$ cat config.mk
export PLATFORM = sky130hd
export DESIGN_NAME = bus_xfer_seq
export DESIGN_NICKNAME = d
export VERILOG_FILES = /design/src/rtl/bus_pkg.sv /design/src/rtl/bus_step_timer.sv /design/src/rtl/bus_xfer_seq.sv
export SDC_FILE = /design/constraint.sdc
export NUM_CORES = 1
export LEC_CHECK = 0
export BUFFER_PORTS_ARGS = -buffer_cell sky130_fd_sc_hd__buf_2
export CAP_MARGIN = 20
export CORE_ASPECT_RATIO = 0.7
export CORE_UTILIZATION = 50
export DETAILED_ROUTE_END_ITERATION = 16
export GPL_TIMING_DRIVEN = 0
export PLACE_DENSITY = 0.84
export SETUP_SLACK_MARGIN = 0.3
export SLEW_MARGIN = 15
export SYNTH_ARGS = -nofsm -noshare
export SYNTH_HDL_FRONTEND = slang
export SYNTH_SLANG_ARGS = --single-unit
$ cat constraint.sdc
create_clock -name clk -period 4.1 [get_ports clk]
set_clock_uncertainty 0.15 [all_clocks]
set_input_delay 0.82 -clock clk [delete_from_list [all_inputs] [get_ports clk]]
set_output_delay 0.82 -clock clk [all_outputs]
set_load 0.01 [all_outputs]
$ cat src/rtl/bus_pkg.sv
// Shared types for the lab bus datapath and its command sequencer.
//   op_e    : command opcodes (LOAD, MOVE, SWAP, CLEAR)
//   sel_e   : bus source / destination register encoding (IMM, U2, U3, U4)
//   state_e : sequencer FSM states
//   step_t  : one expanded bus transfer {source select, destination, last step}
// The datapath reuses sel_e for its bus mux.
package bus_pkg;

  typedef enum logic [1:0] {
    OpLoad  = 2'b00,
    OpMove  = 2'b01,
    OpSwap  = 2'b10,
    OpClear = 2'b11
  } op_e;

  typedef enum logic [1:0] {
    SelImm = 2'b00,
    SelU2  = 2'b01,
    SelU3  = 2'b10,
    SelU4  = 2'b11
  } sel_e;

  typedef enum logic [2:0] {
    StIdle,
    StSetup,
    StStrobe,
    StHold,
    StErr
  } state_e;

  typedef struct packed {
    sel_e sel;
    sel_e dst;
    logic last;
  } step_t;

  // Expand (op, src, dst) into the transfer for a given step index.
  // SWAP uses U4 as the temporary: src->U4, dst->src, U4->dst.
  function automatic step_t step_map(op_e op, sel_e src, sel_e dst, logic [1:0] step);
    step_t s;
    s.sel  = SelImm;
    s.dst  = dst;
    s.last = 1'b1;
    unique case (op)
      OpLoad, OpClear: s.sel = SelImm;
      OpMove:          s.sel = src;
      OpSwap: begin
        case (step)
          2'd0: begin
            s.sel  = src;
            s.dst  = SelU4;
            s.last = 1'b0;
          end
          2'd1: begin
            s.sel  = dst;
            s.dst  = src;
            s.last = 1'b0;
          end
          default: begin
            s.sel  = SelU4;
            s.dst  = dst;
            s.last = 1'b1;
          end
        endcase
      end
      default: s.sel = SelImm;
    endcase
    return s;
  endfunction

  // A command is illegal if it targets no register, or if a SWAP is not a
  // distinct pair drawn from {U2, U3} (U4 is reserved as the temporary).
  function automatic logic cmd_legal(op_e op, sel_e src, sel_e dst);
    logic ok;
    ok = (dst != SelImm);
    if (op == OpSwap) begin
      ok = ok && (src inside {SelU2, SelU3}) && (dst inside {SelU2, SelU3}) && (src != dst);
    end
    return ok;
  endfunction

  // Immediate value presented on the bus; zero whenever the bus is not
  // sourced from the immediate, and always zero for CLEAR.
  function automatic logic [3:0] imm_for(op_e op, sel_e sel, logic [3:0] data);
    return ((sel == SelImm) && (op != OpClear)) ? data : 4'h0;
  endfunction

endpackage

$ cat src/rtl/bus_step_timer.sv
// Loadable down-counter timing the SETUP and HOLD phases of a bus step.
//   clk_i      : clock
//   reset_i    : synchronous active-high reset
//   load_i     : load load_val_i (takes priority over dec_i)
//   load_val_i : phase length minus one
//   dec_i      : count down while the phase is active (saturates at zero)
//   cnt_o      : current count
//   zero_o     : phase expires this cycle
module bus_step_timer #(
  parameter int unsigned Width = 1
) (
  input  logic             clk_i,
  input  logic             reset_i,
  input  logic             load_i,
  input  logic [Width-1:0] load_val_i,
  input  logic             dec_i,
  output logic [Width-1:0] cnt_o,
  output logic             zero_o
);

  logic [Width-1:0] cnt_d, cnt_q;

  always_comb begin
    cnt_d = cnt_q;
    if (load_i) begin
      cnt_d = load_val_i;
    end else if (dec_i && (cnt_q != '0)) begin
      cnt_d = cnt_q - Width'(1);
    end
  end

  always_ff @(posedge clk_i) begin
    if (reset_i) begin
      cnt_q <= '0;
    end else begin
      cnt_q <= cnt_d;
    end
  end

  assign cnt_o  = cnt_q;
  assign zero_o = (cnt_q == '0);

endmodule

$ cat src/rtl/bus_xfer_seq.sv
// Command micro-sequencer for the lab bus datapath. Accepts one command per
// valid/ready handshake and expands it into bus-transfer steps, each made of
// SETUP (bus select driven), a one-cycle load STROBE, and HOLD.
//   clk, reset                      : clock, synchronous active-high reset
//   cmd_valid / cmd_ready           : command handshake (ready only when idle)
//   cmd_op, cmd_src, cmd_dst        : opcode, bus source, destination
//   cmd_data                        : immediate for LOAD / MOVE from IMM
//   bus_sel, imm_data               : datapath bus source and immediate value
//   ld_u2, ld_u3, ld_u4             : one-cycle register load strobes
//   busy, done, err                 : status; done/err pulse at completion
module bus_xfer_seq
  import bus_pkg::*;
#(
  parameter int unsigned SETUP_CYC = 1,
  parameter int unsigned HOLD_CYC  = 1
) (
  input  logic       clk,
  input  logic       reset,
  input  logic       cmd_valid,
  output logic       cmd_ready,
  input  logic [1:0] cmd_op,
  input  logic [1:0] cmd_src,
  input  logic [1:0] cmd_dst,
  input  logic [3:0] cmd_data,
  output logic [1:0] bus_sel,
  output logic [3:0] imm_data,
  output logic       ld_u2,
  output logic       ld_u3,
  output logic       ld_u4,
  output logic       busy,
  output logic       done,
  output logic       err
);

  localparam int unsigned MaxCyc = (SETUP_CYC > HOLD_CYC) ? SETUP_CYC : HOLD_CYC;
  localparam int unsigned TmrW   = $clog2(MaxCyc + 1);
  localparam logic [TmrW-1:0] SetupLoad = TmrW'(SETUP_CYC - 1);
  localparam logic [TmrW-1:0] HoldLoad  = TmrW'(HOLD_CYC - 1);

  state_e     state_d, state_q;
  op_e        op_d, op_q;
  sel_e       src_d, src_q;
  sel_e       dst_d, dst_q;
  logic [3:0] data_d, data_q;
  logic [1:0] step_d, step_q;
  sel_e       bus_sel_d, bus_sel_q;
  logic [3:0] imm_d, imm_q;
  logic [2:0] ld_d, ld_q;
  logic       busy_d, busy_q;
  logic       done_d, done_q;
  logic       err_d, err_q;

  logic            tmr_load, tmr_dec, tmr_zero;
  logic [TmrW-1:0] tmr_val, tmr_cnt;

  step_t acc_step, cur_step, nxt_step;
  op_e   in_op;
  sel_e  in_src, in_dst;

  assign in_op  = op_e'(cmd_op);
  assign in_src = sel_e'(cmd_src);
  assign in_dst = sel_e'(cmd_dst);

  assign acc_step = step_map(in_op, in_src, in_dst, 2'd0);
  assign cur_step = step_map(op_q, src_q, dst_q, step_q);
  assign nxt_step = step_map(op_q, src_q, dst_q, step_q + 2'd1);

  bus_step_timer #(
    .Width(TmrW)
  ) u_timer (
    .clk_i     (clk),
    .reset_i   (reset),
    .load_i    (tmr_load),
    .load_val_i(tmr_val),
    .dec_i     (tmr_dec),
    .cnt_o     (tmr_cnt),
    .zero_o    (tmr_zero)
  );

  always_comb begin
    state_d   = state_q;
    op_d      = op_q;
    src_d     = src_q;
    dst_d     = dst_q;
    data_d    = data_q;
    step_d    = step_q;
    bus_sel_d = bus_sel_q;
    imm_d     = imm_q;
    ld_d      = 3'b000;
    done_d    = 1'b0;
    err_d     = 1'b0;
    tmr_load  = 1'b0;
    tmr_val   = SetupLoad;
    tmr_dec   = 1'b0;

    unique case (state_q)
      StIdle: begin
        bus_sel_d = SelImm;
        imm_d     = 4'h0;
        if (cmd_valid) begin
          op_d   = in_op;
          src_d  = in_src;
          dst_d  = in_dst;
          data_d = cmd_data;
          step_d = 2'd0;
          if (cmd_legal(in_op, in_src, in_dst)) begin
            state_d   = StSetup;
            tmr_load  = 1'b1;
            tmr_val   = SetupLoad;
            bus_sel_d = acc_step.sel;
            imm_d     = imm_for(in_op, acc_step.sel, cmd_data);
          end else begin
            state_d = StErr;
            done_d  = 1'b1;
            err_d   = 1'b1;
          end
        end
      end
      StSetup: begin
        tmr_dec = 1'b1;
        if (tmr_zero) begin
          state_d = StStrobe;
          unique case (cur_step.dst)
            SelU2:   ld_d = 3'b001;
            SelU3:   ld_d = 3'b010;
            SelU4:   ld_d = 3'b100;
            default: ld_d = 3'b000;
          endcase
        end
      end
      StStrobe: begin
        state_d  = StHold;
        tmr_load = 1'b1;
        tmr_val  = HoldLoad;
        // done must be visible during the final HOLD cycle, so it is
        // registered one cycle ahead of that cycle.
        if (cur_step.last && (HOLD_CYC == 1)) begin
          done_d = 1'b1;
        end
      end
      StHold: begin
        tmr_dec = 1'b1;
        if (cur_step.last && (tmr_cnt == TmrW'(1))) begin
          done_d = 1'b1;
        end
        if (tmr_zero) begin
          if (cur_step.last) begin
            state_d   = StIdle;
            bus_sel_d = SelImm;
            imm_d     = 4'h0;
          end else begin
            state_d   = StSetup;
            step_d    = step_q + 2'd1;
            tmr_load  = 1'b1;
            tmr_val   = SetupLoad;
            bus_sel_d = nxt_step.sel;
            imm_d     = imm_for(op_q, nxt_step.sel, data_q);
          end
        end
      end
      StErr: begin
        state_d = StIdle;
      end
      default: begin
        state_d = StIdle;
      end
    endcase

    busy_d = (state_d != StIdle);
  end

  always_ff @(posedge clk) begin
    if (reset) begin
      state_q   <= StIdle;
      op_q      <= OpLoad;
      src_q     <= SelImm;
      dst_q     <= SelImm;
      data_q    <= 4'h0;
      step_q    <= 2'd0;
      bus_sel_q <= SelImm;
      imm_q     <= 4'h0;
      ld_q      <= 3'b000;
      busy_q    <= 1'b0;
      done_q    <= 1'b0;
      err_q     <= 1'b0;
    end else begin
      state_q   <= state_d;
      op_q      <= op_d;
      src_q     <= src_d;
      dst_q     <= dst_d;
      data_q    <= data_d;
      step_q    <= step_d;
      bus_sel_q <= bus_sel_d;
      imm_q     <= imm_d;
      ld_q      <= ld_d;
      busy_q    <= busy_d;
      done_q    <= done_d;
      err_q     <= err_d;
    end
  end

  assign cmd_ready = (state_q == StIdle) && !reset;
  assign bus_sel   = bus_sel_q;
  assign imm_data  = imm_q;
  assign ld_u2     = ld_q[0];
  assign ld_u3     = ld_q[1];
  assign ld_u4     = ld_q[2];
  assign busy      = busy_q;
  assign done      = done_q;
  assign err       = err_q;

endmodule

**Word-level counts from Yosys, hierarchy flattened**

Cells that the tools add are included.

- Register bits: 28
- Latch bits: 0
- Memory bits (writable): 0
- Memory bits (read-only): 0
- Input port bits: 13
- Word-level logic and storage cells: 114
- Memories kept: 0

- Add/subtract/negate cells: 2
- $mul: 0
- Div/mod/pow operators: 0
- $lt $le $gt $ge: 0
- Equality and inequality tests: 24
- Shifts and indexed selects: 0
- Mux-type cells: 42
- Bitwise gates (word level): 2
- Reduce and logical (&&, ||, !) cells: 31

Operators by type and width:

| cell | count |
|---|---|
| $mux W4 | 6 |
| $eq A2 B2 Y1 const B | 8 |
| $mux W3 | 5 |
| $eq A2 B1 Y1 const B | 7 |
| $mux W2 | 7 |
| $mux W1 | 13 |
| $logic_not A2 Y1 | 6 |
| $pmux W2 S2 | 3 |
| $pmux W3 S4 | 1 |
| $reduce_or A2 Y1 | 6 |
| $ne A2 B2 Y1 const B | 5 |
| $pmux W5 S2 | 1 |
| $pmux W3 S3 | 1 |
| $logic_and A1 B1 Y1 | 8 |
| $pmux W4 S2 | 1 |
| $reduce_bool A2 Y1 | 4 |
| $eq A3 B2 Y1 const B | 2 |
| $pmux W1 S3 | 2 |
| $pmux W2 S3 | 1 |
| $pmux W3 S2 | 1 |
| $reduce_and A2 Y1 | 2 |
| $reduce_and A4 Y1 | 1 |
| $eq A3 B1 Y1 const B | 1 |
| $logic_not A3 Y1 | 1 |
| other kinds (7) | 8 |

**Depth between registers and ports, before layout**

Gate-level depths: netlist of the first run.

- Word-level depth: 12
- Depth in mapped cells: 7
- Depth with buffers taken out: 7

**By module**

Synthesis of the first run repeated with hierarchy kept, for this count alone.

- Cell total of the unflattened synthesis: 178
- Area, all modules: 1491.4 µm²

By module, submodules not included:

| module | instances | cells an instance | area each (µm²) | sequential area each (µm²) |
|---|---|---|---|---|
| bus_xfer_seq | 1 | 174 | 1443.9 | 540.5 |
| bus_step_timer | 1 | 4 | 47.5 | 20.0 |

**Worst setup path before layout of the first run**

No wires, ideal clock.

- Kind: input -> output
- Start: in reset
- End: out cmd_ready
- Arrival time: 1527 ps
- Required time: 3130 ps
- Setup slack: 1603 ps
- Stages on the path: 3
- Path buffers: 1
- Path through: clkbuf_1 or2_2 nor3_1

- Word-level cells in the longest chain between the ends: 2

RTL lines:

| what | line | text |
|---|---|---|
| start: declaration | bus_xfer_seq.sv:18 | `input logic reset,` |
| $logic_not A1 Y1 | bus_xfer_seq.sv:202 | `assign cmd_ready = (state_q == StIdle) && !reset;` |
| $logic_and A1 B1 Y1 | bus_xfer_seq.sv:202 |  |
| end: declaration | bus_xfer_seq.sv:20 | `output logic cmd_ready,` |

Every way passes these cells.

**Worst setup path in the final report of the first run**

Same ends and word-level chain as after synthesis.

==> reports/metrics.csv, run 1 <==
metric,value,unit
hold_viol,0,
syn_area,1440,um2
initial_utilization,55.6,%
syn-num-nets,196,
drc,0,
worstHoldPathType,reg -> reg,
grt_pass1_vias,1089,
drtIter0Drc,103,
synthSimpleGateAreaFrac,27.6,%
grt_antenna_before_repair,0,
finalMaxSlewViolations,0,
synth_top_family_by_area,simple AND/OR/NAND/NOR gates,
powerDensity,402,nW/um2
r2r_slack,2030,ps
r2r_start,step_q[0]$_SDFFE_PP0P_,
cts_buffers,3,
synth_compound_area_share,18.9,%
yosysMostFrequentCell,dfxtp_1,
ctsLongestPathBuffers,2,
crit_path_start,reset,
cp_slowest_cell,or2_2,
vdd_ir_drop_max,280,uV
rsz0062_at_grt,no,
required,3130,ps
ctsResizeCount,0,
synth_seq_cells,28,
rr_worst_depth,7,
grt_first_pass_wirelength,4.94,mm
ctsHoldBuffers,0,
synth.top_cell.area_share,39.0,%
clock-sinks,28,
critPathKind,in -> out,
maxCapViolCount,0,
timing.fmax,389,MHz
placed_cell_area,1600,um2
die_w,66.1,um
antenna_cells,0,
viasPerCell,5.72,
gp_congestion,0.959,
worstPathMaxFanout,7,
synth_area_per_cell,8.32,um2
crit_path_end,cmd_ready,
cts_setup_buffers,0,
vias,1345,
synthXorXnorAreaFrac,0.609,%
yosys_warnings,0,
cts.clk_slew.worst_paths,90,ps
final_area,1660,um2
run_status,completed,
area_delta_synth_final,15.1,%
coreArea,2590,um2
tritoncts,built,
ys_top_cells_by_area,"dfxtp_1 39%, ha_1 8.7%, nand2_1 6.3%, a21oi_1 5.9%, nor2_1 5.7%",
ios,26,
placed_cells,231,
worst_r2r_endpoint,busy$_SDFF_PP0_,
totalWireLength,3.27,mm
synth-adder-area-share,8.70,%
relSlewSlack,63.2,%
endpoint_kind,output pin,
die_y,46.9,um
synthTopCellsByCount,"28 x dfxtp_1, 24 x nand2_1, 22 x nor2_1",
period_share,62.6,%
htreeDepth,1,
drt-pass1-iter-count,4,
synth_ff_type,dfxtp_1,
worst_pin_slew,544,ps
synth.distinct_cells,38,
setup_viol,0,
synth_edf_count,0,
nNetsFinal,225,
grt.total_usage,21.5,%
grt_start_max_net_pins,16,
synthMuxAreaShare,0.696,%
grt-ovfl-total,0,
clock-root-buffer,clkbuf_8,
ys_seq_area_share,39.0,%
ant_nets,0,
wl_per_cell,13.9,um
ys_async_sr_fraction,0,%
cp_cell_sequence,clkbuf_1 > or2_2 > nor3_1 > buf_2,
worst_skew_pair.late_latency,280,ps
fin_cells,235,
cp-start-kind,input port,
slowest_delay,340,ps
rows,15,
tns,0,ps
worstHoldPathCells,2,
yosysTopAreaCell,dfxtp_1,
port_buffers,24,
period_needed,2570,ps
drive_above_1_share,19.9,%
leakage,0.679,nW
cp.arrival,1600,ps
synthCells,173,
fp.dieArea,3100,um2
hpwl,2.44,mm
## stage by stage
step           total power, mW  util [%]  hold WS [ps]  setup WS (ps)
3_3_place_gp             0.489      61.8           298           1550
4_1_cts                  0.667      64.0           321           1550
5_1_grt                  0.703      64.0           335           1480
6_report                 0.666      64.0           329           1530
3_5_place_dp             0.498      61.8           308           1550
2_1_floorplan            0.444         -           286           1600
## report_power, final
| part | switching [mW] | total (mW) | leakage (nW) | internal (mW) |
|---|---|---|---|---|
| sequential | 0.0193 | 0.321 | 0.229 | 0.302 |
| clock | 0.0850 | 0.171 | 0.0288 | 0.0861 |
| combinational | 0.105 | 0.174 | 0.421 | 0.0698 |
| total | 0.209 | 0.666 | 0.679 | 0.457 |
## layout make-up
class	count	area [um2]
Multi-Input combinational cell	129	812
Inverter	9	33.8
Tap cell	34	42.5
Timing Repair Buffer	24	120
Fill cell	237	933
Buffer	7	32.5
Sequential cell	28	561
Clock buffer	4	55.1
## flip-flops by register name, indices dropped and copies added, names as in the netlist
| signal | flops |
|---|---|
| u_timer.cnt_o | 1 |
| data_q | 4 |
| imm_data | 4 |
| bus_sel | 2 |
| src_q | 2 |
| op_q | 2 |
| step_q | 2 |
| busy | 1 |
| state_q | 3 |
| ld_q | 3 |
| err | 1 |
| done | 1 |
| dst_q | 2 |
## worst max-delay path, delay by kind of cell
kind	cells	cell delay, ps
buffers and inverters	2	310
and+or+nand+nor	2	470
## worst min-delay path by stage
| stage | start | endpoint | slack (ps) |
|---|---|---|---|
| after floorplan | data_q[0]$_SDFFE_PP0P_ | data_q[0]$_SDFFE_PP0P_ | 290 |
| after global placement | data_q[3]$_SDFFE_PP0P_ | data_q[3]$_SDFFE_PP0P_ | 300 |
| after detailed placement | data_q[3]$_SDFFE_PP0P_ | data_q[3]$_SDFFE_PP0P_ | 310 |
| after CTS | data_q[3]$_SDFFE_PP0P_ | data_q[3]$_SDFFE_PP0P_ | 320 |
| after global routing | data_q[3]$_SDFFE_PP0P_ | data_q[3]$_SDFFE_PP0P_ | 340 |
| final | data_q[2]$_SDFFE_PP0P_ | data_q[2]$_SDFFE_PP0P_ | 330 |
## cells in the final DEF (no fill, tap or decap), drive strengths merged
cell | Yosys | layout
ha | 10 | 10
clkbuf | 4 | 8
or2 | 2 | 2
nor2 | 23 | 23
mux2i | 1 | 1
o22a | 2 | 2
nand4b | 5 | 5
or3b | 1 | 1
a311oi | 6 | 6
nand2b | 3 | 3
or2b | 1 | 1
nor3 | 1 | 1
nand2 | 24 | 24
nor4 | 1 | 1
o32ai | 4 | 4
inv | 9 | 9
nor2b | 1 | 1
a22oi | 2 | 2
dfxtp | 28 | 28
a311o | 1 | 1
buf | 3 | 27
a21oi | 17 | 17
o21a | 1 | 1
and2b | 3 | 3
xnor2 | 1 | 1
o22ai | 1 | 1
nand3b | 5 | 5
o21ai | 4 | 4
nand3 | 6 | 6
o31ai | 1 | 1
nor4b | 2 | 2
## per-layer routing
layer	part of all wire (%)	up-vias	wire length (um)	GRT usage (%)
li1	-	670	-	-
met1	46	609	1520	31.2
met2	44	61	1430	33.3
met3	9.2	5	302	5.58
met4	0.55	0	18	2.55
met5	0	-	0	0
## cell families (layout without fill, tap and decap cells)
family | count (synthesis) | after routing
buffers and inverters | 16 | 44
flip-flops | 28 | 28
multiplexers | 1 | 1
AO/OA/AOI/OAI | 39 | 39
adder cells (fa/ha/maj) | 10 | 10
AND/OR/NAND/NOR | 78 | 78
XOR/XNOR | 1 | 1
Note: power is estimated with default switching activity, not from simulation.
==> run 2, diff against run 1 <==
--- a/config.mk
+++ b/config.mk
@@ -8,10 +8,10 @@
 export BUFFER_PORTS_ARGS = -buffer_cell sky130_fd_sc_hd__buf_2
 export CAP_MARGIN = 20
 export CORE_ASPECT_RATIO = 0.7
-export CORE_UTILIZATION = 50
+export CORE_UTILIZATION = 49
 export DETAILED_ROUTE_END_ITERATION = 16
 export GPL_TIMING_DRIVEN = 0
-export PLACE_DENSITY = 0.84
+export PLACE_DENSITY = 0.85
 export SETUP_SLACK_MARGIN = 0.3
 export SLEW_MARGIN = 15
 export SYNTH_ARGS = -nofsm -noshare
==> constraint.sdc (replaced) <==
create_clock -name clk -period 2.35 [get_ports clk]
set_clock_uncertainty 0.15 [all_clocks]
set_input_delay 0.47 -clock clk [delete_from_list [all_inputs] [get_ports clk]]
set_output_delay 0.47 -clock clk [all_outputs]
set_load 0.01 [all_outputs]
==> reports/metrics.csv, run 2 (synthesis results as in run 1) <==
metric,value,unit,change
port_buffers,24,,unchanged
drive_above_1_share,21.9,%,was 19.9%
finalMaxSlewViolations,0,,unchanged
grt-ovfl-total,0,,unchanged
r2r_start,step_q[1]$_SDFFE_PP0P_,,was step_q[0]$_SDFFE_PP0P_
ctsHoldBuffers,0,,unchanged
htreeDepth,1,,unchanged
period_needed,1910,ps,
whs_endpoint,data_q[0]$_SDFFE_PP0P_,,was data_q[2]$_SDFFE_PP0P_
worstHoldPathType,in -> reg,,was reg -> reg
grt_pass1_vias,1030,,was 1089
fill_cells,251,,was 237
tritoncts,built,,unchanged
relSlewSlack,67.2,%,was 63.2%
layout_common_cells,"27 x dfxtp_1, 26 x buf_2, 24 x nand2_1",,"was 28 x dfxtp_1, 26 x buf_2, 24 x nand2_1"
final_core_util,60.3,%,was 64.0%
leakage,0.683,nW,was 0.679 nW
cp-start-kind,register,,was input port
grt_start_max_net_pins,16,,unchanged
worstPathMaxFanout,7,,unchanged
area_delta_synth_final,16.6,%,was 15.1%
drt-pass1-iter-count,4,,unchanged
endpoint_kind,register,,was output pin
critPathKind,reg -> reg,,was in -> out
worst_pin_slew,485,ps,was 544 ps
viasPerCell,5.35,,was 5.72
maxCapViolCount,0,,unchanged
fp.dieArea,3160,um2,was 3100 um2
clock-root-buffer,clkbuf_8,,unchanged
cts_setup_buffers,0,,unchanged
die_w,66.8,um,was 66.1 um
coreArea,2780,um2,was 2590 um2
drc,0,,unchanged
antenna_cells,0,,unchanged
initial_utilization,51.7,%,was 55.6%
ctsLongestPathBuffers,2,,unchanged
timing.fmax,525,MHz,
hpwl,2.27,mm,was 2.44 mm
setup_viol,0,,unchanged
worst_r2r_endpoint,busy$_SDFF_PP0_,,unchanged
required,2360,ps,was 3130 ps
hold_viol,0,,unchanged
grt_antenna_before_repair,0,,unchanged
cts.clk_slew.worst_paths,90,ps,about the same
cp.arrival,1920,ps,was 1600 ps
wl_per_cell,12.4,um,was 13.9 um
gp_congestion,0.840,,was 0.959
cts_buffers,3,,unchanged
worst_skew_pair.late_latency,270,ps,was 280 ps
vias,1267,,was 1345
ios,26,,unchanged
period_share,81.1,%,
worstHoldPathCells,3,,was 2
drtIter0Drc,79,,was 103
hold_path.startpoint,cmd_data[0],,was data_q[2]$_SDFFE_PP0P_
rr_worst_depth,7,,unchanged
grt.total_usage,20.2,%,was 21.5%
powerDensity,686,nW/um2,was 402 nW/um2
die_y,47.3,um,was 46.9 um
tns,0,ps,unchanged
run_status,completed,,unchanged
clock-sinks,28,,unchanged
ant_nets,0,,unchanged
r2r_slack,440,ps,was 2030 ps
rsz0062_at_grt,yes,,was no
layout_commonest_cell,dfxtp_1,,unchanged
totalWireLength,2.93,mm,was 3.27 mm
grt_first_pass_wirelength,4.71,mm,was 4.94 mm
nNetsFinal,225,,unchanged
rows,16,,was 15
vdd_ir_drop_max,413,uV,was 280 uV
==> run 2: cell counts in the layout (fill, tap and decap cells not counted) <==
Identical to the previous run, type by type.
==> run 2: worst max path at each step <==
| stage | startpoint | endpoint | cells after the start |
|---|---|---|---|
| floorplan | step_q[0]$_SDFFE_PP0P_ | busy$_SDFF_PP0_ | 7 |
| global placement | step_q[1]$_SDFFE_PP0P_ | busy$_SDFF_PP0_ | 7 |
| detailed placement | step_q[1]$_SDFFE_PP0P_ | busy$_SDFF_PP0_ | 7 |
| CTS | step_q[1]$_SDFFE_PP0P_ | busy$_SDFF_PP0_ | 7 |
| global route | step_q[0]$_SDFFE_PP0P_ | imm_data[3]$_SDFFE_PP0P_ | 7 |
| finish | step_q[1]$_SDFFE_PP0P_ | busy$_SDFF_PP0_ | 7 |
==> run 2: through the flow <==
step	area (um2)	hold WS [ps]	worst slack, ps	std cells	power [mW]
2_1_floorplan	1440	286	507	173	0.774
6_report	1680	295	444	237	1.15
4_1_cts	1660	288	371	237	1.15
3_3_place_gp	1600	297	312	233	0.858
5_1_grt	1680	295	279	237	1.22
3_5_place_dp	1600	304	290	233	0.865
==> run 2: final cells by class <==
cell class                      count  area [um2]  share of cell area [%]
Inverter                            9        33.8                    2.01
Clock buffer                        4        55.1                    3.28
Timing Repair Buffer               24         120                    7.16
Sequential cell                    28         562                    33.5
Tap cell                           36        45.0                    2.68
Buffer                              7        32.5                    1.94
Multi-Input combinational cell    129         830                    49.4
==> run 2: timing repair <==
action                                  in CTS  in global routing
endpoints found under the hold margin        0                  0
endpoints found under the setup margin       1                  5
gates cloned                                 0                  0
resized for setup                            1                  5
==> run 2: metal layers <==
metal  track usage (%)  vias to the layer above  routed length (um)
met2              29.9                       35                1230
met1              30.0                      565                1530
met5                 0                        -                   0
met3              5.10                        0                 165
li1                  -                      667                   -
met4              2.98                        0                   0
==> run 2: power breakdown <==
part / total [mW] / switching, mW / internal, mW / leakage, nW
clock: 0.289 / 0.139 / 0.150 / 0.0288
sequential: 0.559 / 0.0324 / 0.527 / 0.229
combinational: 0.302 / 0.179 / 0.124 / 0.425
total: 1.15 / 0.350 / 0.800 / 0.683
==> run 2: worst max-delay path, stage by stage, from the launching register on <==
cell	delay (ps)
dfxtp_1	370
inv_1	100
ha_1	250
o21ai_4	230
nor2_2	110
o21ai_1	170
o31ai_2	90
a311o_1	320
